[src/rtl/display_source_select_pkg.sv]
// Shared constants and state type for the display source selector.
package display_source_select_pkg;

  localparam int SEL_W = 3;
  localparam logic [7:0] HEX_BLANK = 8'hFF;
  localparam logic LED_OFF = 1'b0;

  typedef enum logic [0:0] {
    SHOW  = 1'b0,
    BLANK = 1'b1
  } disp_state_e;

endpackage

[src/rtl/key_debounce.sv]
// Debounces an already-synchronised active-low key and emits a one-cycle
// press pulse on the debounced high-to-low transition.
module key_debounce #(
  parameter int DEB_CYCLES = 500000
) (
  input  logic clock,
  input  logic reset,
  input  logic raw,
  output logic level,
  output logic press
);

  localparam int CNT_W = (DEB_CYCLES > 1) ? $clog2(DEB_CYCLES) : 1;
  localparam int CNT_LAST_I = DEB_CYCLES - 1;
  localparam logic [CNT_W-1:0] CNT_LAST = CNT_LAST_I[CNT_W-1:0];

  logic [CNT_W-1:0] cnt_r;
  logic             level_r;
  logic             press_r;

  // Count consecutive cycles the input disagrees with the debounced level
  always_ff @(posedge clock) begin
    if (reset) begin
      cnt_r   <= {CNT_W{1'b0}};
      level_r <= 1'b1;
      press_r <= 1'b0;
    end else if (raw == level_r) begin
      cnt_r   <= {CNT_W{1'b0}};
      press_r <= 1'b0;
    end else if (cnt_r == CNT_LAST) begin
      cnt_r   <= {CNT_W{1'b0}};
      level_r <= raw;
      press_r <= ~raw;
    end else begin
      cnt_r   <= cnt_r + 1'b1;
      press_r <= 1'b0;
    end
  end

  assign level = level_r;
  assign press = press_r;

endmodule

[src/rtl/display_source_select.sv]
// Selects one of NUM_SRC LED / seven-segment buses, cycled by a pushbutton or
// indexed by switches, inserting a blanking gap on every source change.
module display_source_select
  import display_source_select_pkg::*;
#(
  parameter int NUM_SRC      = 4,
  parameter int LED_W        = 10,
  parameter int HEX_N        = 6,
  parameter int DEB_CYCLES   = 500000,
  parameter int BLANK_CYCLES = 16
) (
  input  logic                       MAX10_CLK1_50,
  input  logic                       RST,
  input  logic                       KEY_NEXT,
  input  logic                       SEL_DIRECT,
  input  logic [2:0]                 SW_SEL,
  input  logic [NUM_SRC*LED_W-1:0]   SRC_LEDS,
  input  logic [NUM_SRC*HEX_N*8-1:0] SRC_HEX,
  output logic [LED_W-1:0]           LEDR,
  output logic [HEX_N*8-1:0]         HEX,
  output logic [2:0]                 CUR_SEL
);

  localparam int HEX_W = HEX_N * 8;
  localparam int BC_W = (BLANK_CYCLES > 1) ? $clog2(BLANK_CYCLES) : 1;
  localparam int BLANK_LAST = BLANK_CYCLES - 1;
  localparam logic [BC_W-1:0] BLANK_LOAD = BLANK_LAST[BC_W-1:0];
  localparam int LAST_SRC = NUM_SRC - 1;
  localparam logic [SEL_W-1:0] LAST_IDX = LAST_SRC[SEL_W-1:0];
  localparam logic [SEL_W:0] SRC_COUNT = NUM_SRC[SEL_W:0];

  logic              key_meta_r, key_sync_r;
  logic [SEL_W-1:0]  sw_meta_r, sw_sync_r, sw_clamp_s;
  logic              key_level_s, key_press_s;
  logic              direct_prev_r;
  disp_state_e       state_r, state_nxt_s;
  logic [BC_W-1:0]   blank_cnt_r, blank_cnt_nxt_s;
  logic [SEL_W-1:0]  disp_r, disp_nxt_s, target_r, target_nxt_s;
  logic [LED_W-1:0]  led_r;
  logic [HEX_W-1:0]  hex_r;

  // Two-flop synchronisers for the asynchronous key and switch inputs
  always_ff @(posedge MAX10_CLK1_50) begin
    if (RST) begin
      key_meta_r <= 1'b1;
      key_sync_r <= 1'b1;
      sw_meta_r  <= {SEL_W{1'b1}};
      sw_sync_r  <= {SEL_W{1'b1}};
    end else begin
      key_meta_r <= KEY_NEXT;
      key_sync_r <= key_meta_r;
      sw_meta_r  <= SW_SEL;
      sw_sync_r  <= sw_meta_r;
    end
  end

  key_debounce #(
    .DEB_CYCLES(DEB_CYCLES)
  ) u_key_debounce (
    .clock(MAX10_CLK1_50),
    .reset(RST),
    .raw  (key_sync_r),
    .level(key_level_s),
    .press(key_press_s)
  );

  // Clamp the switch index into the legal source range
  always_comb begin
    sw_clamp_s = sw_sync_r;
    if ({1'b0, sw_sync_r} >= SRC_COUNT) begin
      sw_clamp_s = LAST_IDX;
    end else begin
      sw_clamp_s = sw_sync_r;
    end
  end

  // Target index: switches in direct mode, otherwise stepped by presses;
  // leaving direct mode resumes cycling from what is on screen
  always_comb begin
    target_nxt_s = target_r;
    if (SEL_DIRECT) begin
      target_nxt_s = sw_clamp_s;
    end else if (direct_prev_r) begin
      target_nxt_s = disp_r;
    end else if (key_press_s && !key_level_s) begin
      target_nxt_s = (target_r == LAST_IDX) ? {SEL_W{1'b0}} : target_r + 1'b1;
    end else begin
      target_nxt_s = target_r;
    end
  end

  // Show/blank sequencing; the blank counter is never reloaded mid-blank
  always_comb begin
    state_nxt_s     = state_r;
    blank_cnt_nxt_s = blank_cnt_r;
    disp_nxt_s      = disp_r;
    case (state_r)
      SHOW: begin
        if (target_r != disp_r) begin
          state_nxt_s     = BLANK;
          blank_cnt_nxt_s = BLANK_LOAD;
        end else begin
          state_nxt_s     = SHOW;
        end
      end
      BLANK: begin
        if (blank_cnt_r == {BC_W{1'b0}}) begin
          state_nxt_s = SHOW;
          disp_nxt_s  = target_r;
        end else begin
          blank_cnt_nxt_s = blank_cnt_r - 1'b1;
        end
      end
      default: begin
        state_nxt_s     = SHOW;
        blank_cnt_nxt_s = {BC_W{1'b0}};
      end
    endcase
  end

  // Selection state and registered outputs, driven from the next state so
  // blanking and the new source appear on the same edge as the transition
  always_ff @(posedge MAX10_CLK1_50) begin
    if (RST) begin
      state_r       <= SHOW;
      blank_cnt_r   <= {BC_W{1'b0}};
      disp_r        <= {SEL_W{1'b0}};
      target_r      <= {SEL_W{1'b0}};
      direct_prev_r <= 1'b0;
      led_r         <= {LED_W{LED_OFF}};
      hex_r         <= {HEX_N{HEX_BLANK}};
    end else begin
      state_r       <= state_nxt_s;
      blank_cnt_r   <= blank_cnt_nxt_s;
      disp_r        <= disp_nxt_s;
      target_r      <= target_nxt_s;
      direct_prev_r <= SEL_DIRECT;
      if (state_nxt_s == BLANK) begin
        led_r <= {LED_W{LED_OFF}};
        hex_r <= {HEX_N{HEX_BLANK}};
      end else begin
        led_r <= SRC_LEDS[disp_nxt_s*LED_W +: LED_W];
        hex_r <= SRC_HEX[disp_nxt_s*HEX_W +: HEX_W];
      end
    end
  end

  assign LEDR    = led_r;
  assign HEX     = hex_r;
  assign CUR_SEL = disp_r;

endmodule

[config.mk]
export PLATFORM = sky130hd
export DESIGN_NAME = display_source_select
export DESIGN_NICKNAME = d
export VERILOG_FILES = /design/src/rtl/display_source_select_pkg.sv /design/src/rtl/key_debounce.sv /design/src/rtl/display_source_select.sv
export SDC_FILE = /design/constraint.sdc
export NUM_CORES = 1
export LEC_CHECK = 0
export CAP_MARGIN = 25
export CORE_ASPECT_RATIO = 0.5
export CORE_UTILIZATION = 40
export CTS_CLUSTER_SIZE = 14
export DETAILED_ROUTE_END_ITERATION = 10
export GPL_TIMING_DRIVEN = 0
export PLACE_DENSITY = 0.86
export SYNTH_ARGS = -nofsm -noshare
export SYNTH_HDL_FRONTEND = slang
export SYNTH_SLANG_ARGS = --single-unit
[constraint.sdc]
create_clock -name MAX10_CLK1_50 -period 3.7 [get_ports MAX10_CLK1_50]
set_clock_uncertainty 0.15 [all_clocks]
set_input_delay 0.555 -clock MAX10_CLK1_50 [delete_from_list [all_inputs] [get_ports MAX10_CLK1_50]]
set_output_delay 0.555 -clock MAX10_CLK1_50 [all_outputs]
set_load 0.02 [all_outputs]
# After elaboration in Yosys (flattened, before gate mapping)
# Index checks and enable logic that the tools add are counted.
[totals]
output_inout_bits = 61
wordCells = 54
ff_bits = 99
input_bits = 239
[classes]
eq_ne = 6
mul = 2
order_cmp = 1
n_shift = 2
n_bitwise = 4
addsub = 3
muxes = 13
n_reduce_logical = 9
[ops]
columns = ["op", "count"]
rows = [
  ["$shiftx 192x10->48", 1],
  ["$shiftx 40x8->10", 1],
  ["$mux 3", 7],
  ["$add 19x1->19 const B", 1],
  ["$eq 19x19->1 const B", 1],
  ["$mux 4", 2],
  ["$pmux 4 s2", 1],
  ["$mul 3x3->6 const B", 1],
  ["$reduce_or 3->1", 2],
  ["$mul 3x2->5 const B", 1],
  ["$logic_not 4->1", 1],
  ["$ne 2x2->1 const B", 2],
  ["$not 1->1", 4],
  ["$reduce_and 2->1", 2],
  ["$sub 4x1->4 const B", 1],
  ["$add 3x1->3 const B", 1],
  ["$eq 3x2->1 const B", 1],
  ["$ge 3x3->1 const B", 1],
  ["$ne 3x3->1", 1],
  ["$reduce_bool 3->1", 1],
  ["$mux 1", 2],
  ["$pmux 1 s2", 1],
  ["$reduce_or 2->1", 1],
  ["$eq 1x1->1", 1],
  ["other kinds (2)", 2],
]

# Logic depth before layout (Yosys ltp)
[depth]
depth_word = 5
ltp_mapped = 10
ltp_nobuf = 6

# Cells and area by module
# From an unflattened synthesis, not the netlist that was laid out.
[unflattened]
cells_unflattened = 460
area_unflattened_um2 = 4760.8
[by_module_without_submodules]
columns = ["mod", "area_each_um2", "cells_per_inst", "instances", "seq_area_each_um2"]
rows = [
  ["display_source_select", 3793.6, 359, 1, 1561.5],
  ["key_debounce", 967.2, 101, 1, 420.4],
]

# Worst setup path before layout
# Ideal clock, no wire load.
[synth_timing]
path_kind = "flip-flop to flip-flop"
start = "register blank_cnt_r[0]"
end = "register led_r[0] (netlist: LEDR[0])"
slack_ns = 1.603
synth_period_minus_slack_ns = 2.097
required_time_ns = 3.406
arrival_ns = 1.803
n_path_buf = 4
setup_time_ns = 0.144
stages_incl_launch_ff = 11
path_cell_list = "dfxtp_1 > inv_1 > ha_1 > nand4bb_1 > buf_2 > mux2i_1 > buf_4 > buf_6 > buf_4 > mux2i_1 > o22ai_1"
[synth_via]
elab_chain_cells = 5
elab_cells_between_ends = 8
cone_classes = "1 x mul; 1 x shift; 4 x mux; 2 x reduce/logical"
[synth_lines]
columns = ["element", "line_no", "text"]
rows = [
  ["start: declaration", "display_source_select.sv:37", "logic [BC_W-1:0] blank_cnt_r, blank_cnt_nxt_s;"],
  ["start signal: assignment", "display_source_select.sv:126", "blank_cnt_r <= {BC_W{1'b0}};"],
  ["start signal: assignment", "display_source_select.sv:134", "blank_cnt_r <= blank_cnt_nxt_s;"],
  ["$logic_not 4->1 *", "display_source_select.sv:107", "if (blank_cnt_r == {BC_W{1'b0}}) begin"],
  ["$mux 3", "display_source_select.sv:107", ""],
  ["$mux 3", "display_source_select.sv:97", "case (state_r)"],
  ["$mul 3x3->6", "display_source_select.sv:142", "led_r <= SRC_LEDS[disp_nxt_s*LED_W +: LED_W];"],
  ["$shiftx 40x8->10", "display_source_select.sv:142", ""],
  ["end signal: assignment", "display_source_select.sv:130", "led_r <= {LED_W{LED_OFF}};"],
  ["end signal: assignment", "display_source_select.sv:139", "led_r <= {LED_W{LED_OFF}};"],
  ["end signal: assignment", "display_source_select.sv:142", ""],
  ["end: declaration", "display_source_select.sv:39", "logic [LED_W-1:0] led_r;"],
]
# Mark *: on every way between the ends. The rest lies on a longest branch, timed or not.
# A chain may end at the register's enable or synchronous reset.

# Worst setup path after layout
[layout_timing]
start = "register blank_cnt_r[0]"
end = "register led_r[7] (netlist: LEDR[7])"
# Same word-level chain as after synthesis.

==> results_dict.tcl <==
set metrics [dict create \
    totalWireLength_um 17700 \
    r2r_end "LEDR[7]" \
    synthFlopType "dfxtp_1" \
    min_period_over_period 0.708 \
    synth_warnings 0 \
    clock-sinks 99 \
    hp-class "flip-flop to flip-flop" \
    seq_area_um2 1980 \
    dieArea_um2 12500 \
    grt_usage 0.273 \
    endpoint "LEDR[7]" \
    worst_slew_pin_slew_ps 943 \
    gp_congestion 0.869 \
    final_nets 1016 \
    power.density_nw_per_um2 373 \
    critPathMaxFanout 10 \
    yosysSeqAreaShare 0.412 \
    viasPerCell 5.22 \
    peakVddDrop_v 0.000278 \
    start_util 0.424 \
    fill_cells 860 \
    max_freq_ghz 0.382 \
    die_w_um 157 \
    ys_seq_elements 99 \
    hold_buffers 0 \
    htree_levels 3 \
    finalHoldViolations 0 \
    fin_crit_ps 2620 \
    r2r-start "blank_cnt_r[0]" \
    cts_buffer_depth 2 \
    mostFrequentLayoutCell "clkdlybuf4s50_1" \
    startpoint_type "flip-flop" \
    critPathKind "flip-flop to flip-flop" \
    clock_latency_ps 340 \
    end_kind "flip-flop" \
    wl_per_cell_um 18.9 \
    drc_errors 0 \
    synthCells 464 \
    rrSetupSlack_ps 1080 \
    die_h_um 79.6 \
    multi_input_area_um2 2570 \
    place_hpwl_um 13900 \
    grt_pass1_wl_um 26000 \
    holdPathStages 1 \
    p_leak_uw 0.00373 \
    drtIter0Drc 280 \
    syn_area_per_cell_um2 10.4 \
    crit_arrival_ps 2660 \
    status "finished, final reports clean" \
    area_growth_pct 72.5 \
    rsz0062_at_grt "false" \
    max_slew_margin 0.371 \
    crit_start "blank_cnt_r[0]" \
    rows 27 \
    reg2reg_depth 10 \
    clk_pin_slew_ps 70 \
    synth_cell_types 41 \
    core_um2 11400 \
    ant_nets 0 \
    io_buffers 299 \
    syn_area_um2 4810 \
    syn_nets 706 \
    antenna_cells 0 \
    fin_setup_tns_ps 0 \
    dr_total_vias 4898 \
    cts_resized 0 \
    drive_gt1_frac 0.0706 \
    cts_setup_buffers 0 \
    overflow 0 \
    firstDrtPassIters 4 \
    report.final.slew_viol_count 0 \
    numCtsBuffers 9 \
    holdWs_ps 264 \
    first_global_vias 4908 \
    grt_max_degree 19 \
    setup_viol 0 \
    synth_edf_count 0 \
    root_buffer "clkbuf_16" \
    final_cell_mix "299 x clkdlybuf4s50_1, 118 x mux2i_1, 99 x dfxtp_1" \
    async_flop_share 0 \
    antenna_found_initial 0 \
    drv_cap 0 \
    boundaryPins 300 \
    tritoncts "yes" \
    post-place-cells 922 \
    required_ps 3730 \
    fin_cells 938 \
]
==> Yosys cell counts (2+ instances only) <==
library cell  number  area [µm²]
a21oi_1           11        55.1
a311oi_1           4        35.0
and4_1             3        26.3
buf_2             13        65.1
buf_4             13        97.6
buf_6              3        33.8
clkbuf_1           8        30.0
dfxtp_1           99        1980
ha_1               3        37.5
inv_1              9        33.8
mux2i_1          118        1180
nand2_1           12        45.0
nand2b_1           2        12.5
nand3_1            7        35.0
nand4_1            4        25.0
nand4bb_1          2        22.5
nor2_1            27         101
nor2b_1            2        12.5
nor3_1             7        35.0
nor4_1             5        31.3
nor4b_1            2        17.5
o21ai_0            3        15.0
o221ai_1          48         420
o22ai_1           10        62.6
o311ai_0           2        17.5
o31ai_1            2        15.0
or2_2              8        50.1
or3_1              6        37.5
or4_1              3        22.5
xnor2_1            8        70.1
xor2_1            10        87.6
==> power breakdown <==
group | internal [µW] | switching [µW]
sequential | 1160 | 38.1
combinational | 532 | 429
clock | 491 | 443
==> worst min path at each step <==
stage | start | endpoint | slack [ps]
2_1_floorplan | key_meta_r | key_sync_r | 240
3_3_place_gp | key_meta_r | key_sync_r | 240
3_5_place_dp | sw_meta_r[2] | sw_sync_r[2] | 250
4_1_cts | sw_meta_r[2] | sw_sync_r[2] | 260
5_1_grt | sw_meta_r[0] | sw_sync_r[0] | 280
6_report | sw_meta_r[2] | sw_sync_r[2] | 260
==> worst max-delay path, stage by stage (launching register included) <==
cell       delay (ps)
dfxtp_1           380
inv_1              60
ha_1              240
nand4bb_1         110
buf_2             190
mux2i_1           230
buf_4             210
buf_6             190
buf_4             240
mux2i_1           320
o22ai_1           140
==> registers in the layout, indices dropped and copies added, names as in the netlist <==
register,count
CUR_SEL,3
HEX,48
LEDR,10
blank_cnt_r,4
direct_prev_r,1
key_meta_r,1
key_sync_r,1
state_r,1
sw_meta_r,3
sw_sync_r,3
target_r,3
u_key_debounce.cnt_r,19
u_key_debounce.level,1
u_key_debounce.press,1
==> through the flow <==
step                setup slack [ps]  total power, µW  cell area (µm²)   util
global route                     907             3210             8300  0.731
finish                          1080             3090             8300  0.731
floorplan                       1600             1660             4810      -
CTS                             1100             3110             8300  0.731
global placement                1160             2150             8000  0.705
detailed placement              1120             2180             8000  0.705
==> metal layers <==
metal / part of all wire / global-route usage / routed length (µm)
met2: 0.53 / 0.520 / 9330
met5: 0 / 0 / 0
met3: 0.054 / 0.0543 / 954
met4: 0.019 / 0.0767 / 329
met1: 0.40 / 0.310 / 7080
==> final cells by class <==
| cell class | instances | share of cell area |
|---|---|---|
| Buffer | 37 | 0.0273 |
| Clock buffer | 10 | 0.0288 |
| Clock inverter | 6 | 0.00693 |
| Inverter | 9 | 0.00407 |
| Multi-Input combinational cell | 319 | 0.310 |
| Sequential cell | 99 | 0.239 |
| Tap cell | 159 | 0.0240 |
| Timing Repair Buffer | 299 | 0.361 |
==> logic make-up after synthesis <==
logic type	Yosys count	synth area share
compound gates	86	0.140
fa+ha+maj	3	0.00780
simple gates	94	0.108
flops	99	0.412
xor+xnor	18	0.0328
mux	118	0.245
buf+inv	46	0.0541
Power figures use the tool's default switching activity.
